**src/rtl/seg7_pkg.sv**
```systemverilog
// Shared constants for the seven-segment display blocks: segment patterns
// (active-high, bit7 = dp) and arbiter FSM state encoding.
package seg7_pkg;

  localparam logic [7:0] SEG_0     = 8'h3F;
  localparam logic [7:0] SEG_1     = 8'h06;
  localparam logic [7:0] SEG_2     = 8'h5B;
  localparam logic [7:0] SEG_3     = 8'h4F;
  localparam logic [7:0] SEG_4     = 8'h66;
  localparam logic [7:0] SEG_5     = 8'h6D;
  localparam logic [7:0] SEG_6     = 8'h7D;
  localparam logic [7:0] SEG_7     = 8'h07;
  localparam logic [7:0] SEG_8     = 8'h7F;
  localparam logic [7:0] SEG_9     = 8'h6F;
  localparam logic [7:0] SEG_DASH  = 8'h40;
  localparam logic [7:0] SEG_BLANK = 8'h00;

  localparam logic ST_IDLE = 1'b0;
  localparam logic ST_OWN  = 1'b1;

  function automatic logic [3:0] digit_onehot(input logic [1:0] idx);
    return 4'b0001 << idx;
  endfunction

endpackage

```
**src/rtl/seg7_decoder.sv**
```systemverilog
// Combinational BCD-to-segment decoder: 0-9 digits, 10 dash, 11-15 blank.
module seg7_decoder
  import seg7_pkg::*;
(
  input  logic [3:0] i_code,
  output logic [7:0] o_seg
);

  always_comb begin
    o_seg = SEG_BLANK;
    case (i_code)
      4'd0:    o_seg = SEG_0;
      4'd1:    o_seg = SEG_1;
      4'd2:    o_seg = SEG_2;
      4'd3:    o_seg = SEG_3;
      4'd4:    o_seg = SEG_4;
      4'd5:    o_seg = SEG_5;
      4'd6:    o_seg = SEG_6;
      4'd7:    o_seg = SEG_7;
      4'd8:    o_seg = SEG_8;
      4'd9:    o_seg = SEG_9;
      4'd10:   o_seg = SEG_DASH;
      default: o_seg = SEG_BLANK;
    endcase
  end

endmodule

```
**src/rtl/seg7_display_arbiter.sv**
```systemverilog
// Round-robin owner arbitration with minimum hold for a shared 4-digit display,
// plus tick-enabled digit scanning with a per-frame shadow of the owner's digits.
module seg7_display_arbiter
  import seg7_pkg::*;
#(
  parameter int NREQ        = 4,
  parameter int CYCLE       = 80000,
  parameter int HOLD_FRAMES = 250
) (
  input  logic                 clk,
  input  logic                 rst,
  input  logic [NREQ-1:0]      req,
  input  logic [16*NREQ-1:0]   data,
  output logic [NREQ-1:0]      gnt,
  output logic [7:0]           seg7,
  output logic [3:0]           seg7_sel,
  output logic                 frame_done
);

  localparam int CW = (CYCLE > 1) ? $clog2(CYCLE) : 1;
  localparam int PW = $clog2(NREQ);
  localparam int HW = $clog2(HOLD_FRAMES + 1);
  localparam logic [CW-1:0] CNT_LAST = CW'(CYCLE - 1);
  localparam logic [HW-1:0] HOLD_MAX = HW'(HOLD_FRAMES);

  logic [CW-1:0]   r_cnt;
  logic [1:0]      r_idx;
  logic            r_state;
  logic [PW-1:0]   r_owner;
  logic [PW-1:0]   r_rr_ptr;
  logic [HW-1:0]   r_hold;
  logic [15:0]     r_shadow;
  logic [NREQ-1:0] r_gnt;
  logic [7:0]      r_seg7;
  logic [3:0]      r_sel;
  logic            r_frame_done;

  logic            w_tick;
  logic            w_boundary;
  logic [15:0]     w_live;
  logic [3:0]      w_code;
  logic [7:0]      w_seg;
  logic [NREQ-1:0] w_mask;
  logic            w_found;
  logic [PW-1:0]   w_win;
  logic [PW-1:0]   w_cand;
  logic [HW-1:0]   w_hold_inc;
  logic            w_owner_req;

  assign w_tick      = (r_cnt == CNT_LAST);
  assign w_boundary  = w_tick && (r_idx == 2'd3);
  assign w_live      = data[{r_owner, 4'b0000} +: 16];
  // Digit 0 comes straight from the owner and seeds the shadow, so a frame never tears.
  assign w_code      = (r_idx == 2'd0) ? w_live[3:0] : r_shadow[{r_idx, 2'b00} +: 4];
  assign w_owner_req = req[r_owner];
  assign w_hold_inc  = (r_hold == HOLD_MAX) ? r_hold : r_hold + 1'b1;

  seg7_decoder u_decoder (
    .i_code (w_code),
    .o_seg  (w_seg)
  );

  // The current owner is masked out so it can never be re-granted to itself.
  always_comb begin
    w_mask  = req;
    w_found = 1'b0;
    w_win   = '0;
    w_cand  = '0;
    if (r_state == ST_OWN) w_mask[r_owner] = 1'b0;
    for (int k = 1; k <= NREQ; k++) begin
      w_cand = PW'((int'(r_rr_ptr) + k) % NREQ);
      if (!w_found && w_mask[w_cand]) begin
        w_found = 1'b1;
        w_win   = w_cand;
      end
    end
  end

  always_ff @(posedge clk or posedge rst) begin
    if (rst) begin
      r_cnt        <= '0;
      r_idx        <= 2'd0;
      r_state      <= ST_IDLE;
      r_owner      <= '0;
      r_rr_ptr     <= PW'(NREQ - 1);
      r_hold       <= '0;
      r_shadow     <= 16'h0000;
      r_gnt        <= '0;
      r_seg7       <= 8'h00;
      r_sel        <= 4'b0000;
      r_frame_done <= 1'b0;
    end else begin
      r_frame_done <= w_boundary;
      r_cnt        <= w_tick ? '0 : r_cnt + 1'b1;

      if (w_tick) begin
        r_idx <= r_idx + 2'd1;
        if (r_idx == 2'd0) r_shadow <= w_live;
        if (r_state == ST_OWN) begin
          r_sel  <= digit_onehot(r_idx);
          r_seg7 <= w_seg;
        end else begin
          r_sel  <= 4'b0000;
          r_seg7 <= SEG_BLANK;
        end
      end

      if (w_boundary) begin
        if (r_state == ST_IDLE) begin
          if (w_found) begin
            r_state  <= ST_OWN;
            r_owner  <= w_win;
            r_rr_ptr <= w_win;
            r_gnt    <= {{(NREQ-1){1'b0}}, 1'b1} << w_win;
            r_hold   <= '0;
          end
        end else if (!w_owner_req && !w_found) begin
          r_state <= ST_IDLE;
          r_gnt   <= '0;
          r_hold  <= '0;
        end else if (w_found && (!w_owner_req || (w_hold_inc >= HOLD_MAX))) begin
          r_owner  <= w_win;
          r_rr_ptr <= w_win;
          r_gnt    <= {{(NREQ-1){1'b0}}, 1'b1} << w_win;
          r_hold   <= '0;
        end else begin
          r_hold <= w_hold_inc;
        end
      end
    end
  end

  assign gnt        = r_gnt;
  assign seg7       = r_seg7;
  assign seg7_sel   = r_sel;
  assign frame_done = r_frame_done;

endmodule

```
**config.mk**
```make
export PLATFORM = sky130hd
export DESIGN_NAME = seg7_display_arbiter
export DESIGN_NICKNAME = d
export VERILOG_FILES = /design/src/rtl/seg7_pkg.sv /design/src/rtl/seg7_decoder.sv /design/src/rtl/seg7_display_arbiter.sv
export SDC_FILE = /design/constraint.sdc
export NUM_CORES = 1
export LEC_CHECK = 0
export ABC_AREA = 1
export BUFFER_PORTS_ARGS = -buffer_cell sky130_fd_sc_hd__buf_2
export CAP_MARGIN = 20
export CORE_ASPECT_RATIO = 0.7
export CORE_MARGIN = 2
export CORE_UTILIZATION = 42
export CTS_BUF_LIST = sky130_fd_sc_hd__clkbuf_8 sky130_fd_sc_hd__clkbuf_16
export DETAILED_ROUTE_END_ITERATION = 10
export MAX_ROUTING_LAYER = met4
export PLACE_DENSITY = 0.61
export SETUP_SLACK_MARGIN = 0.4
export SYNTH_ARGS = -nofsm -noshare
export SYNTH_HDL_FRONTEND = slang
export SYNTH_SLANG_ARGS = --single-unit
```
**constraint.sdc**
```tcl
create_clock -name clk -period 3.45 [get_ports clk]
set_input_delay 0.69 -clock clk [delete_from_list [all_inputs] [get_ports clk]]
set_output_delay 0.69 -clock clk [all_outputs]
set_load 0.005 [all_outputs]
```
==> results.py <==
metrics = {
    "run_status": {
        "status": "finished, final reports clean",
    },
    "synth": {
        "synth-seq-area-share_pct": 41.4,
        "syn_area_mm2": 0.00387,
        "synth_edf_count": 0,
        "avgSynthCellArea_um2": 7.97,
        "ys_types": 46,
        "synthFlopType": "dfrtp_1",
        "async_flop_share_pct": 100,
        "ys_ff_latch": 64,
        "synth_cells": 486,
        "syn-num-nets": 568,
        "yosys_warnings": 0,
    },
    "floorplan": {
        "fp.dieH_um": 84.4,
        "io_pins": 87,
        "dieArea_mm2": 0.0100,
        "coreArea_mm2": 0.00900,
        "start_util_pct": 43.0,
        "die_x_um": 119,
        "rows": 29,
    },
    "timing": {
        "clock.fmax_mhz": 378,
        "fin_crit_sh_pct": 76.8,
        "setup_viol": 0,
        "final_max_slew_viol_count": 0,
        "setup_tns_ns": 0,
        "period_minus_slack_ns": 2.65,
        "finalClockSkew_ns": 0.00855,
        "tightestPinTransition_ns": 0.928,
        "setup_slack_ns": 0.801,
        "finalHoldViolCount": 0,
        "slew_headroom_pct": 38.1,
        "rsz0062_at_grt": "false",
    },
    "worst_setup_path": {
        "critPathRequiredTime_ns": 3.71,
        "crit_fanout": 11,
        "end_kind": "flip-flop",
        "critPathKind": "reg2reg",
        "cp-start-kind": "flip-flop",
        "cp.arrival_ns": 2.91,
    },
    "routing": {
        "drtAntennaViolNets": 0,
        "via_count": 3611,
        "via_per_inst": 5.17,
        "drc": 0,
        "first_pass_iters": 5,
        "wl_per_cell_um": 13.7,
        "routed_wirelength_mm": 9.58,
        "drtIter0Drc": 221,
    },
    "layout": {
        "seqCellArea_mm2": 0.00160,
        "antenna_cells": 0,
        "design_area_mm2": 0.00470,
        "area_growth_pct": 21.4,
        "num-nets-final": 652,
        "drive_above_1_share_pct": 24.0,
        "multiInputGateArea_mm2": 0.00200,
        "final_util_pct": 52.3,
        "n_fill_cell": 897,
    },
    "place": {
        "pre_cts_slack_ns": 0.699,
        "gp_congestion": 0.890,
        "dp_hpwl_mm": 7.43,
        "placed_area_mm2": 0.00440,
        "place.port_buffers": 85,
    },
    "cts": {
        "clockBufferDepth": 2,
        "numCtsBuffers": 9,
        "ctsHoldBuffers": 0,
        "cts.clk_slew.worst_paths_ns": 0.06,
        "clock-root-buffer": "clkbuf_16",
        "worstSkewPairLatency_ns": 0.33,
        "tritoncts": "yes",
        "cts_sinks": 64,
        "htree_num_levels": 3,
    },
    "power": {
        "ir_drop_uv": 255,
        "power_density_mw_per_mm2": 378,
        "power_uw": 1780,
        "p_leak_uw": 0.00235,
    },
    "global_routing": {
        "grt_max_degree": 44,
        "first_global_vias": 3319,
        "antenna_found_initial": 0,
        "track_usage_pct": 20.8,
        "grt_pass1_wl_mm": 16.1,
        "grt_overflow_total": 0,
    },
    "hold_path": {
        "min_path_type": "reg2reg",
    },
    "flow_run": {
        "maxCapViolations": 0,
    },
}
[metal layers]
metal  GRT usage, %  up-vias  routed length (µm)  share of wire (%)
li1               -     1820                   -                  -
met1           30.1     1649                4880                 51
met2           30.0      132                4030                 42
met3           3.74       10                 556                5.8
met4           5.84        0                 122                1.3
met5              -        -                   0                  0
[final timing paths]
kind                                      start                 endpoint  slack (ns)  depth (start not counted)
max                        r_idx[0]$_DFFE_PP0N_      seg7[5]$_DFFE_PP0N_        0.80                         11
min                          r_cnt[0]$_DFF_PP0_       r_cnt[0]$_DFF_PP0_        0.47                          1
max reg2reg                r_idx[0]$_DFFE_PP0N_      seg7[5]$_DFFE_PP0N_        0.80                         11
min reg2reg                  r_cnt[0]$_DFF_PP0_       r_cnt[0]$_DFF_PP0_        0.47                          1
max in group asynchronous                   rst  r_shadow[1]$_DFFE_PP0P_        2.15                          3
min in group asynchronous                   rst    r_hold[2]$_DFFE_PP0P_        0.57                          2
[final cells by class]
class / instances / share of cell area (%)
clock buffers: 11 / 5.37
clock inverters: 5 / 1.17
inverters: 49 / 3.91
multi-input cells: 358 / 42.6
flip-flops and latches: 64 / 34.1
well taps: 124 / 3.30
repair buffers: 88 / 9.52
[what timing repair did]
action	in CTS	in global routing
gates resized for setup	0	1
setup endpoints to repair	0	3
setup buffers	0	0
[worst max-delay path: stages, from the launching register on]
cell	delay (ns)
dfrtp_1	0.54
clkinv_1	0.36
o21ai_0	0.26
o22ai_1	0.09
nand2_1	0.06
a21boi_1	0.39
inv_1	0.12
ha_1	0.22
or2_2	0.30
nand3_1	0.07
nand3_1	0.07
nand2_1	0.08
[placed cells by master, fill, tap and decap left out, drive strengths merged]
cell type / n
conb: 1
o221a: 1
a21oi: 14
clkbuf: 11
xor2: 10
mux2: 3
a22oi: 8
bufinv: 1
nand4: 6
nor3b: 1
a31oi: 2
a221oi: 12
dfrtp: 62
buf: 88
o211ai: 2
inv: 48
dfstp: 2
nand2: 122
nor3: 4
a22o: 14
or2: 3
a21boi: 1
nand3: 58
clkinv: 3
o21bai: 1
o22ai: 3
a211oi: 2
nor2: 39
clkinvlp: 2
ha: 12
o21ai: 34
xnor2: 2
nand3b: 3
[cell usage after synthesis, types with 4 or more instances]
| cell | count | area share (%) |
|---|---|---|
| inv_2 | 6 | 0.58 |
| o21ai_0 | 32 | 4.1 |
| nand2_1 | 116 | 11 |
| a21oi_1 | 13 | 1.7 |
| nand2_2 | 6 | 0.97 |
| inv_1 | 42 | 4.1 |
| xor2_1 | 10 | 2.3 |
| nor3_1 | 4 | 0.52 |
| ha_1 | 12 | 3.9 |
| nand3_1 | 55 | 7.1 |
| a22oi_1 | 7 | 1.4 |
| a22o_1 | 14 | 3.2 |
| dfrtp_1 | 62 | 40 |
| a221oi_1 | 12 | 2.7 |
| nor2_1 | 33 | 3.2 |
| clkbuf_1 | 6 | 0.58 |
| buf_2 | 5 | 0.65 |
| nand4_1 | 5 | 0.81 |
[power breakdown]
group          internal, µW  leakage (µW)  switching (µW)
Sequential              751      0.000753               0
Combinational          46.1       0.00144            60.0
Clock                   595      0.000148             326
Total                  1390       0.00235             386
[flip-flops by register name, indices dropped and copies added, names as in the netlist, 4 cells and up]
register  flops
r_hold        8
gnt           4
seg7          7
r_shadow     16
r_cnt        17
seg7_sel      4
[per-stage QoR]
stage / hold slack [ns] / std cells
finish: 0.469 / 699
global route: 0.505 / 699
CTS: 0.475 / 699
detailed placement: 0.467 / 683
global placement: 0.448 / 683
floorplan: 0.431 / 486
[logic make-up after synthesis]
kind of cell	Yosys count	synth area share (%)
simple gates	236	27.6
compound gates	94	16.6
flops	64	41.4
buf+inv	64	6.85
fa+ha+maj	12	3.88
xor+xnor	12	2.71
mux	3	0.872
other cells	1	0.0968
No activity file was read; power rests on OpenSTA's default activity.
